### src/rtl/rv_iommu_ctx_cache_if.sv
// rv_iommu_ctx_cache_if: flush, fill and lookup signals of the IOMMU context cache
interface rv_iommu_ctx_cache_if #(
   parameter int unsigned DID_W     = 24,
   parameter int unsigned PID_W     = 20,
   parameter int unsigned CONTENT_W = 64
);
   logic                 flush_i;
   logic                 flush_dv_i;
   logic                 flush_pv_i;
   logic [DID_W-1:0]     flush_did_i;
   logic [PID_W-1:0]     flush_pid_i;
   logic                 update_i;
   logic [DID_W-1:0]     up_did_i;
   logic [PID_W-1:0]     up_pid_i;
   logic [CONTENT_W-1:0] up_content_i;
   logic                 lu_req_i;
   logic [DID_W-1:0]     lu_did_i;
   logic [PID_W-1:0]     lu_pid_i;
   logic                 lu_gnt_o;
   logic                 lu_valid_o;
   logic                 lu_hit_o;
   logic [CONTENT_W-1:0] lu_content_o;

   modport master (
      output flush_i, flush_dv_i, flush_pv_i, flush_did_i, flush_pid_i,
      output update_i, up_did_i, up_pid_i, up_content_i,
      output lu_req_i, lu_did_i, lu_pid_i,
      input  lu_gnt_o, lu_valid_o, lu_hit_o, lu_content_o
   );

   modport slave (
      input  flush_i, flush_dv_i, flush_pv_i, flush_did_i, flush_pid_i,
      input  update_i, up_did_i, up_pid_i, up_content_i,
      input  lu_req_i, lu_did_i, lu_pid_i,
      output lu_gnt_o, lu_valid_o, lu_hit_o, lu_content_o
   );
endinterface

### src/rtl/rv_iommu_ctx_cache.sv
// rv_iommu_ctx_cache: fully-associative DDTC/PDTC context cache with tree-PLRU replacement.
// Define RV_IOMMU_CTX_CACHE_PERF_EN to add saturating hit/miss counters.
module rv_iommu_ctx_cache #(
   parameter int unsigned ENTRIES   = 8,
   parameter int unsigned DID_W     = 24,
   parameter int unsigned PID_W     = 20,
   parameter int unsigned CONTENT_W = 64,
   parameter bit          USE_PID   = 1'b1,
   parameter int unsigned CNT_W     = 16
) (
   input  logic                 clk_i,
   input  logic                 rst_ni,
   rv_iommu_ctx_cache_if.slave  bus
`ifdef RV_IOMMU_CTX_CACHE_PERF_EN
   ,
   input  logic                 perf_clr_i,
   output logic [CNT_W-1:0]     hit_cnt_o,
   output logic [CNT_W-1:0]     miss_cnt_o
`endif
);
   localparam int unsigned LVL   = $clog2(ENTRIES);
   localparam int unsigned IDX_W = LVL;

   logic [ENTRIES-1:0]   valid_q;
   logic [DID_W-1:0]     did_q  [ENTRIES];
   logic [PID_W-1:0]     pid_q  [ENTRIES];
   logic [CONTENT_W-1:0] data_q [ENTRIES];
   logic [ENTRIES-2:0]   plru_q, plru_d;
   logic [ENTRIES-1:0]   lu_match, up_match, fl_match;
   logic [IDX_W-1:0]     lu_idx, up_idx, inv_idx, vic;
   logic                 do_up, acc, same_tag, hit;
   logic                 lu_valid_q, lu_hit_q;
   logic [CONTENT_W-1:0] lu_content_q;

   // Point every node on the leaf's path away from it (bit 1 = right subtree).
   function automatic logic [ENTRIES-2:0] touch(input logic [ENTRIES-2:0] t, input logic [IDX_W-1:0] leaf);
      logic [IDX_W:0] p;
      touch = t;
      p = {1'b1, leaf};
      for (int l = 0; l < LVL; l++)
         for (int n = 0; n < ENTRIES - 1; n++)
            if (int'(p >> (LVL - l)) - 1 == n) touch[n] = ~p[LVL-l-1];
   endfunction

   // Follow the tree from the root to the leaf it currently points at.
   function automatic logic [IDX_W-1:0] plru_leaf(input logic [ENTRIES-2:0] t);
      logic [IDX_W:0] p;
      logic           b;
      p = (IDX_W+1)'(1);
      for (int l = 0; l < LVL; l++) begin
         b = 1'b0;
         for (int n = 0; n < ENTRIES - 1; n++)
            if (int'(p) - 1 == n) b = t[n];
         p = {p[IDX_W-1:0], b};
      end
      return p[IDX_W-1:0];
   endfunction

   // Tag compares for lookup, fill and flush, plus lowest-index encoders.
   always_comb begin
      lu_match = '0;
      up_match = '0;
      fl_match = '0;
      lu_idx   = '0;
      up_idx   = '0;
      inv_idx  = '0;
      for (int i = 0; i < ENTRIES; i++) begin
         lu_match[i] = valid_q[i] && did_q[i] == bus.lu_did_i && (!USE_PID || pid_q[i] == bus.lu_pid_i);
         up_match[i] = valid_q[i] && did_q[i] == bus.up_did_i && (!USE_PID || pid_q[i] == bus.up_pid_i);
         fl_match[i] = !bus.flush_dv_i || (did_q[i] == bus.flush_did_i &&
                       (!USE_PID || !bus.flush_pv_i || pid_q[i] == bus.flush_pid_i));
      end
      for (int i = ENTRIES - 1; i >= 0; i--) begin
         if (lu_match[i]) lu_idx = IDX_W'(i);
         if (up_match[i]) up_idx = IDX_W'(i);
         if (!valid_q[i]) inv_idx = IDX_W'(i);
      end
   end

   assign do_up    = bus.update_i && !bus.flush_i;
   assign acc      = bus.lu_req_i && !bus.flush_i;
   assign same_tag = bus.up_did_i == bus.lu_did_i && (!USE_PID || bus.up_pid_i == bus.lu_pid_i);
   assign hit      = acc && |lu_match && !(do_up && same_tag);
   assign vic      = |up_match ? up_idx : !(&valid_q) ? inv_idx : plru_leaf(plru_q);
   assign plru_d   = do_up ? touch(plru_q, vic) : hit ? touch(plru_q, lu_idx) : plru_q;

   assign bus.lu_gnt_o     = !bus.flush_i;
   assign bus.lu_valid_o   = lu_valid_q;
   assign bus.lu_hit_o     = lu_hit_q;
   assign bus.lu_content_o = lu_content_q;

   // Valid bits, PLRU tree and the registered lookup response; flush beats fill.
   always_ff @(posedge clk_i or negedge rst_ni) begin
      if (!rst_ni) begin
         valid_q      <= '0;
         plru_q       <= '0;
         lu_valid_q   <= 1'b0;
         lu_hit_q     <= 1'b0;
         lu_content_q <= '0;
      end else begin
         plru_q       <= plru_d;
         lu_valid_q   <= acc;
         lu_hit_q     <= hit;
         lu_content_q <= hit ? data_q[lu_idx] : '0;
         if (bus.flush_i) valid_q <= valid_q & ~fl_match;
         else if (do_up) valid_q[vic] <= 1'b1;
      end
   end

   // Tag and content storage; only meaningful while the valid bit is set.
   always_ff @(posedge clk_i) begin
      if (do_up) begin
         did_q[vic]  <= bus.up_did_i;
         pid_q[vic]  <= bus.up_pid_i;
         data_q[vic] <= bus.up_content_i;
      end
   end

`ifdef RV_IOMMU_CTX_CACHE_PERF_EN
   // Saturating hit/miss counters on each response; clear wins over increment.
   always_ff @(posedge clk_i or negedge rst_ni) begin
      if (!rst_ni) begin
         hit_cnt_o  <= '0;
         miss_cnt_o <= '0;
      end else if (perf_clr_i) begin
         hit_cnt_o  <= '0;
         miss_cnt_o <= '0;
      end else if (lu_valid_q) begin
         if (lu_hit_q && !(&hit_cnt_o)) hit_cnt_o <= hit_cnt_o + 1'b1;
         if (!lu_hit_q && !(&miss_cnt_o)) miss_cnt_o <= miss_cnt_o + 1'b1;
      end
   end
`endif
endmodule

### src/flat_wrapper.sv
// flat-port wrapper written by rule: the top's interface ports become plain ports
module rv_iommu_ctx_cache_flat 
#(
   parameter int unsigned ENTRIES   = 8,
   parameter int unsigned DID_W     = 24,
   parameter int unsigned PID_W     = 20,
   parameter int unsigned CONTENT_W = 64,
   parameter bit          USE_PID   = 1'b1,
   parameter int unsigned CNT_W     = 16
)
  (clk_i, rst_ni, bus_flush_i, bus_flush_dv_i, bus_flush_pv_i, bus_flush_did_i, bus_flush_pid_i, bus_update_i, bus_up_did_i, bus_up_pid_i, bus_up_content_i, bus_lu_req_i, bus_lu_did_i, bus_lu_pid_i, bus_lu_gnt_o, bus_lu_valid_o, bus_lu_hit_o, bus_lu_content_o);
  rv_iommu_ctx_cache_if #(.DID_W(DID_W), .PID_W(PID_W), .CONTENT_W(CONTENT_W)) bus_i ();
  input  logic clk_i;
  input  logic rst_ni;
  input wire logic [$bits(bus_i.flush_i)-1:0] bus_flush_i;
  input wire logic [$bits(bus_i.flush_dv_i)-1:0] bus_flush_dv_i;
  input wire logic [$bits(bus_i.flush_pv_i)-1:0] bus_flush_pv_i;
  input wire logic [$bits(bus_i.flush_did_i)-1:0] bus_flush_did_i;
  input wire logic [$bits(bus_i.flush_pid_i)-1:0] bus_flush_pid_i;
  input wire logic [$bits(bus_i.update_i)-1:0] bus_update_i;
  input wire logic [$bits(bus_i.up_did_i)-1:0] bus_up_did_i;
  input wire logic [$bits(bus_i.up_pid_i)-1:0] bus_up_pid_i;
  input wire logic [$bits(bus_i.up_content_i)-1:0] bus_up_content_i;
  input wire logic [$bits(bus_i.lu_req_i)-1:0] bus_lu_req_i;
  input wire logic [$bits(bus_i.lu_did_i)-1:0] bus_lu_did_i;
  input wire logic [$bits(bus_i.lu_pid_i)-1:0] bus_lu_pid_i;
  output wire logic [$bits(bus_i.lu_gnt_o)-1:0] bus_lu_gnt_o;
  output wire logic [$bits(bus_i.lu_valid_o)-1:0] bus_lu_valid_o;
  output wire logic [$bits(bus_i.lu_hit_o)-1:0] bus_lu_hit_o;
  output wire logic [$bits(bus_i.lu_content_o)-1:0] bus_lu_content_o;
  assign bus_i.flush_i = bus_flush_i;
  assign bus_i.flush_dv_i = bus_flush_dv_i;
  assign bus_i.flush_pv_i = bus_flush_pv_i;
  assign bus_i.flush_did_i = bus_flush_did_i;
  assign bus_i.flush_pid_i = bus_flush_pid_i;
  assign bus_i.update_i = bus_update_i;
  assign bus_i.up_did_i = bus_up_did_i;
  assign bus_i.up_pid_i = bus_up_pid_i;
  assign bus_i.up_content_i = bus_up_content_i;
  assign bus_i.lu_req_i = bus_lu_req_i;
  assign bus_i.lu_did_i = bus_lu_did_i;
  assign bus_i.lu_pid_i = bus_lu_pid_i;
  assign bus_lu_gnt_o = bus_i.lu_gnt_o;
  assign bus_lu_valid_o = bus_i.lu_valid_o;
  assign bus_lu_hit_o = bus_i.lu_hit_o;
  assign bus_lu_content_o = bus_i.lu_content_o;
  rv_iommu_ctx_cache #(.ENTRIES(ENTRIES), .DID_W(DID_W), .PID_W(PID_W), .CONTENT_W(CONTENT_W), .USE_PID(USE_PID), .CNT_W(CNT_W)) u_core (.clk_i(clk_i), .rst_ni(rst_ni), .bus(bus_i));
endmodule
### config.mk
export PLATFORM = sky130hd
export DESIGN_NAME = rv_iommu_ctx_cache_flat
export DESIGN_NICKNAME = d
export VERILOG_FILES = /design/src/rtl/rv_iommu_ctx_cache_if.sv /design/src/rtl/rv_iommu_ctx_cache.sv /design/src/flat_wrapper.sv
export SDC_FILE = /design/constraint.sdc
export NUM_CORES = 2
export LEC_CHECK = 0
export BUFFER_PORTS_ARGS = -buffer_cell sky130_fd_sc_hd__buf_4
export CORE_AREA = 2 2 292 294
export DETAILED_ROUTE_END_ITERATION = 8
export DIE_AREA = 0 0 294 296
export PLACE_DENSITY = 0.76
export RECOVER_POWER = 25
export SLEW_MARGIN = 5
export SYNTH_ARGS = -nofsm -noshare
export SYNTH_HDL_FRONTEND = slang
export SYNTH_SLANG_ARGS = --single-unit
### constraint.sdc
create_clock -name clk_i -period 7.2 [get_ports clk_i]
set_input_delay 1.08 -clock clk_i [delete_from_list [all_inputs] [get_ports clk_i]]
set_output_delay 1.08 -clock clk_i [all_outputs]
set_load 0.01 [all_outputs]
==> results by group <==
Yosys
  – Syn Nets: 3526
  – Post-synth EDFFs: 864
  – Most numerous cell in the Yosys netlist: edfxtp_1
  – Asr flop ratio synth: 0.0857
  – Yosys top cell area share: 0.566
  – Cell Area, Synth: 45800 um2
  – Synth warn: 0
  – Unique masters post-synth: 64
  – Number of synthesized register bits: 945
  – Dominant cell type by area after synthesis: edfxtp_1
  – Most common library cells after synthesis: edfxtp_1 (864), xnor2_1 (676), xor2_1 (392), nand4_1 (186), o22ai_1 (136)
  – Avg Inst Size Synth: 13.8 um2
  – Dominant register cell in the synthesized netlist: edfxtp_1
  – Sequential area share after synthesis: 0.610
  – Post-Synthesis Cells: 3323
  – Top cells by area, synth: edfxtp_1 (57%), xnor2_1 (13%), xor2_1 (7.5%)

Detailed routing
  – First-pass DRT Iterations: 6
  – Vias: about 32k
  – DRC: 0
  – First DRT Iteration DRCs: 4674
  – Final ANT Viol Nets: 0
  – DR vias/cell: 6.80
  – DR WL/cell: 41.8 um
  – Routed WL: 196 mm

CTS
  – PostCTS Resize Cnt: 0
  – Worst-path clk slew: 0.06 ns
  – CTS tree: yes
  – Clk sinks: 945
  – CTS buffer count: 96
  – Clock latency on the worst-skew pair: 0.71 ns
  – Postcts setup bufs: 0
  – Clock Root Buffer: clkbuf_16
  – H-tree Lvls: 3
  – Hold Buf Count CTS: 0
  – CTS max path bufs: 3

Die
  – Die area: 87000 um2
  – Die Ht: 296 um
  – Initial core utilization: 0.544
  – Io pins: 270
  – Core Box Area: 84200 um2
  – Die extent in x: 294 um
  – # rows: 107

Worst setup path
  – Max stage delay on crit path: 1.14 ns
  – Worst setup path class: primary input to flop
  – Worst endpoint data arrival time: between 5 and 6 ns
  – Worst path slowest cell: nor4_1
  – Critical Path Source Type: primary input
  – Worst-path maximum fanout: 28
  – Worst Path Required: 7.82 ns
  – Worst path most repeated cell: buf_4
  – CP Cell Sequence: buf_4 > xnor2_1 > nand3_1 > nor4_1 > a31oi_1 > nand2b_1 > o21a_4 > nand3_4 > buf_4 > o22ai_1 > o211a_1
  – Critical path endpoint category: flop

Global route
  – Total gr overflow: 0
  – Largest net degree at the start of global routing: 110
  – First-pass GRT wire length: 261 mm
  – Vias in the first global route: approximately 30k
  – Initial antenna violation count: 18
  – Global Route Usage Sum: 0.448

Outcome
  – Status: finished, violations left
  – Failing checks: max-capacitance violations, max-slew violations

Timing
  – Fin. Hold Viols: 0
  – Maximum clock frequency: 0.191 GHz
  – Final period util: 0.729
  – Slew Viols, Final: 29
  – Least-Margin Pin Slew: roughly 2.2 ns
  – Unrepaired setup endpoints after global routing: no
  – Worst Clk Skew: ~0.060 ns
  – Rel. slew slack: -0.478
  – Final setup vio count: 0
  – Min Tclk post-route: 5.25 ns

Placed design
  – I/O Buffers: 269
  – Detail Placement HPWL: approximately 130 mm
  – Placed Cells: between 4k and 5k
  – Gpl congestion: 1.12

Cells and area
  – Layout fillers: roughly 6.4k
  – Area of the multi-input gates: between 15000 and 20000 um2
  – Final Util: 0.616
  – Area growth, synth to finish: 13.2%
  – Fraction of layout cells with a size suffix above 1: 0.149
  – Finished Layout Cells: 4691
  – Nets: 3715
  – Storage cell area: 28000 um2

Pwr
  – IR drop worst, VDD: 271 uV
  – Pwr/cell area: 251 nW/um2
  – Leak Pwr: 17.8 nW

Flow run
  – Max Cap Viol: 1

Worst hold path
  – Worst hold path type: flop to flop
[cell usage in the layout, fill, tap and decap left out, types with 24 or more instances in the layout]
cell type / instances
a31oi_1: 65
buf_4: 239
clkbuf_1: 82
clkbuf_16: 97
clkinv_2: 24
dfrtp_1: 81
edfxtp_1: 864
inv_1: 97
mux2_2: 65
nand3_1: 30
nand4_1: 186
nor4_1: 129
o211a_1: 64
o21ai_0: 45
o21ai_1: 32
o221ai_1: 34
o221ai_2: 34
o22ai_1: 136
xnor2_1: 675
xor2_1: 392
[critical path, delay by kind of cell]
kind	cells	cell delay [ns]
AND/OR/NAND/NOR	4	2.04
buffers and inverters	2	0.68
AO/OA/AOI/OAI	4	1.09
XOR/XNOR	1	0.95
[state kept, by name, indices dropped and copies added, names as in the netlist]
name	count
u_core.data_q	512
u_core.did_q	192
u_core.bus.lu_hit_o	1
u_core.pid_q	160
u_core.plru_q	7
u_core.bus.lu_valid_o	1
u_core.bus.lu_content_o	64
u_core.valid_q	8
[final cells by class]
class	count	share of cell area
clock inverter	57	0.0148
timing repair buffer	318	0.0452
inverter	97	0.00702
multi-input combinational	2054	0.317
antenna	7	0.000338
sequential	945	0.539
tap	1090	0.0263
clock buffer	123	0.0500
[path summary, 6_finish.rpt]
check	startpoint	to	slack (ns)	cells after the start
setup reg to reg	u_core.did_q[7][16]	u_core.bus.lu_content_o[21]	2.11	10
hold / removal	u_core.plru_q[3]	u_core.plru_q[3]	0.50	1
setup / recovery	bus_lu_did_i[16]	u_core.bus.lu_content_o[21]	1.95	11
max in group asynchronous	rst_ni	u_core.bus.lu_content_o[55]	4.24	2
min in group asynchronous	rst_ni	u_core.bus.lu_content_o[41]	1.03	1
hold reg to reg	u_core.plru_q[3]	u_core.plru_q[3]	0.50	1
[power by group]
part	switching [mW]	total (mW)	internal, mW
clock network	2.22	5.27	3.05
registers	0.195	6.41	6.21
logic	0.921	1.33	0.406
[logic make-up after synthesis]
| kind of cell | count (synthesis) | share of synthesized area |
|---|---|---|
| mux | 67 | 0.0164 |
| buf+inv | 324 | 0.0330 |
| xor+xnor | 1068 | 0.204 |
| simple gates | 446 | 0.0581 |
| compound gates | 473 | 0.0781 |
| flops | 945 | 0.610 |
[through the flow]
step                      setup TNS (ns)  power, mW  hold WS (ns)  instance area, um2  setup slack (ns)
after CTS                              0       13.0         0.357               52100              2.49
after global routing                   0       13.2         0.521               51900              2.07
after global placement                 0       7.78         0.483               48700              1.81
after detailed placement               0       7.78         0.490               48700              1.81
final                                  0       13.0         0.505               51900              1.95
after floorplan                  -389.91       7.11         0.460               45800            -0.912
[routing by layer]
| metal | share of wire | vias up | GRT usage |
|---|---|---|---|
| met1 | 0.35 | 15964 | 0.552 |
| met3 | 0.12 | 683 | 0.139 |
| met4 | 0.093 | 26 | 0.324 |
| met2 | 0.44 | 2461 | 0.672 |
| li1 | - | 12755 | - |
| met5 | 0.00087 | - | 0 |
No activity file was read; power rests on OpenSTA's default activity.
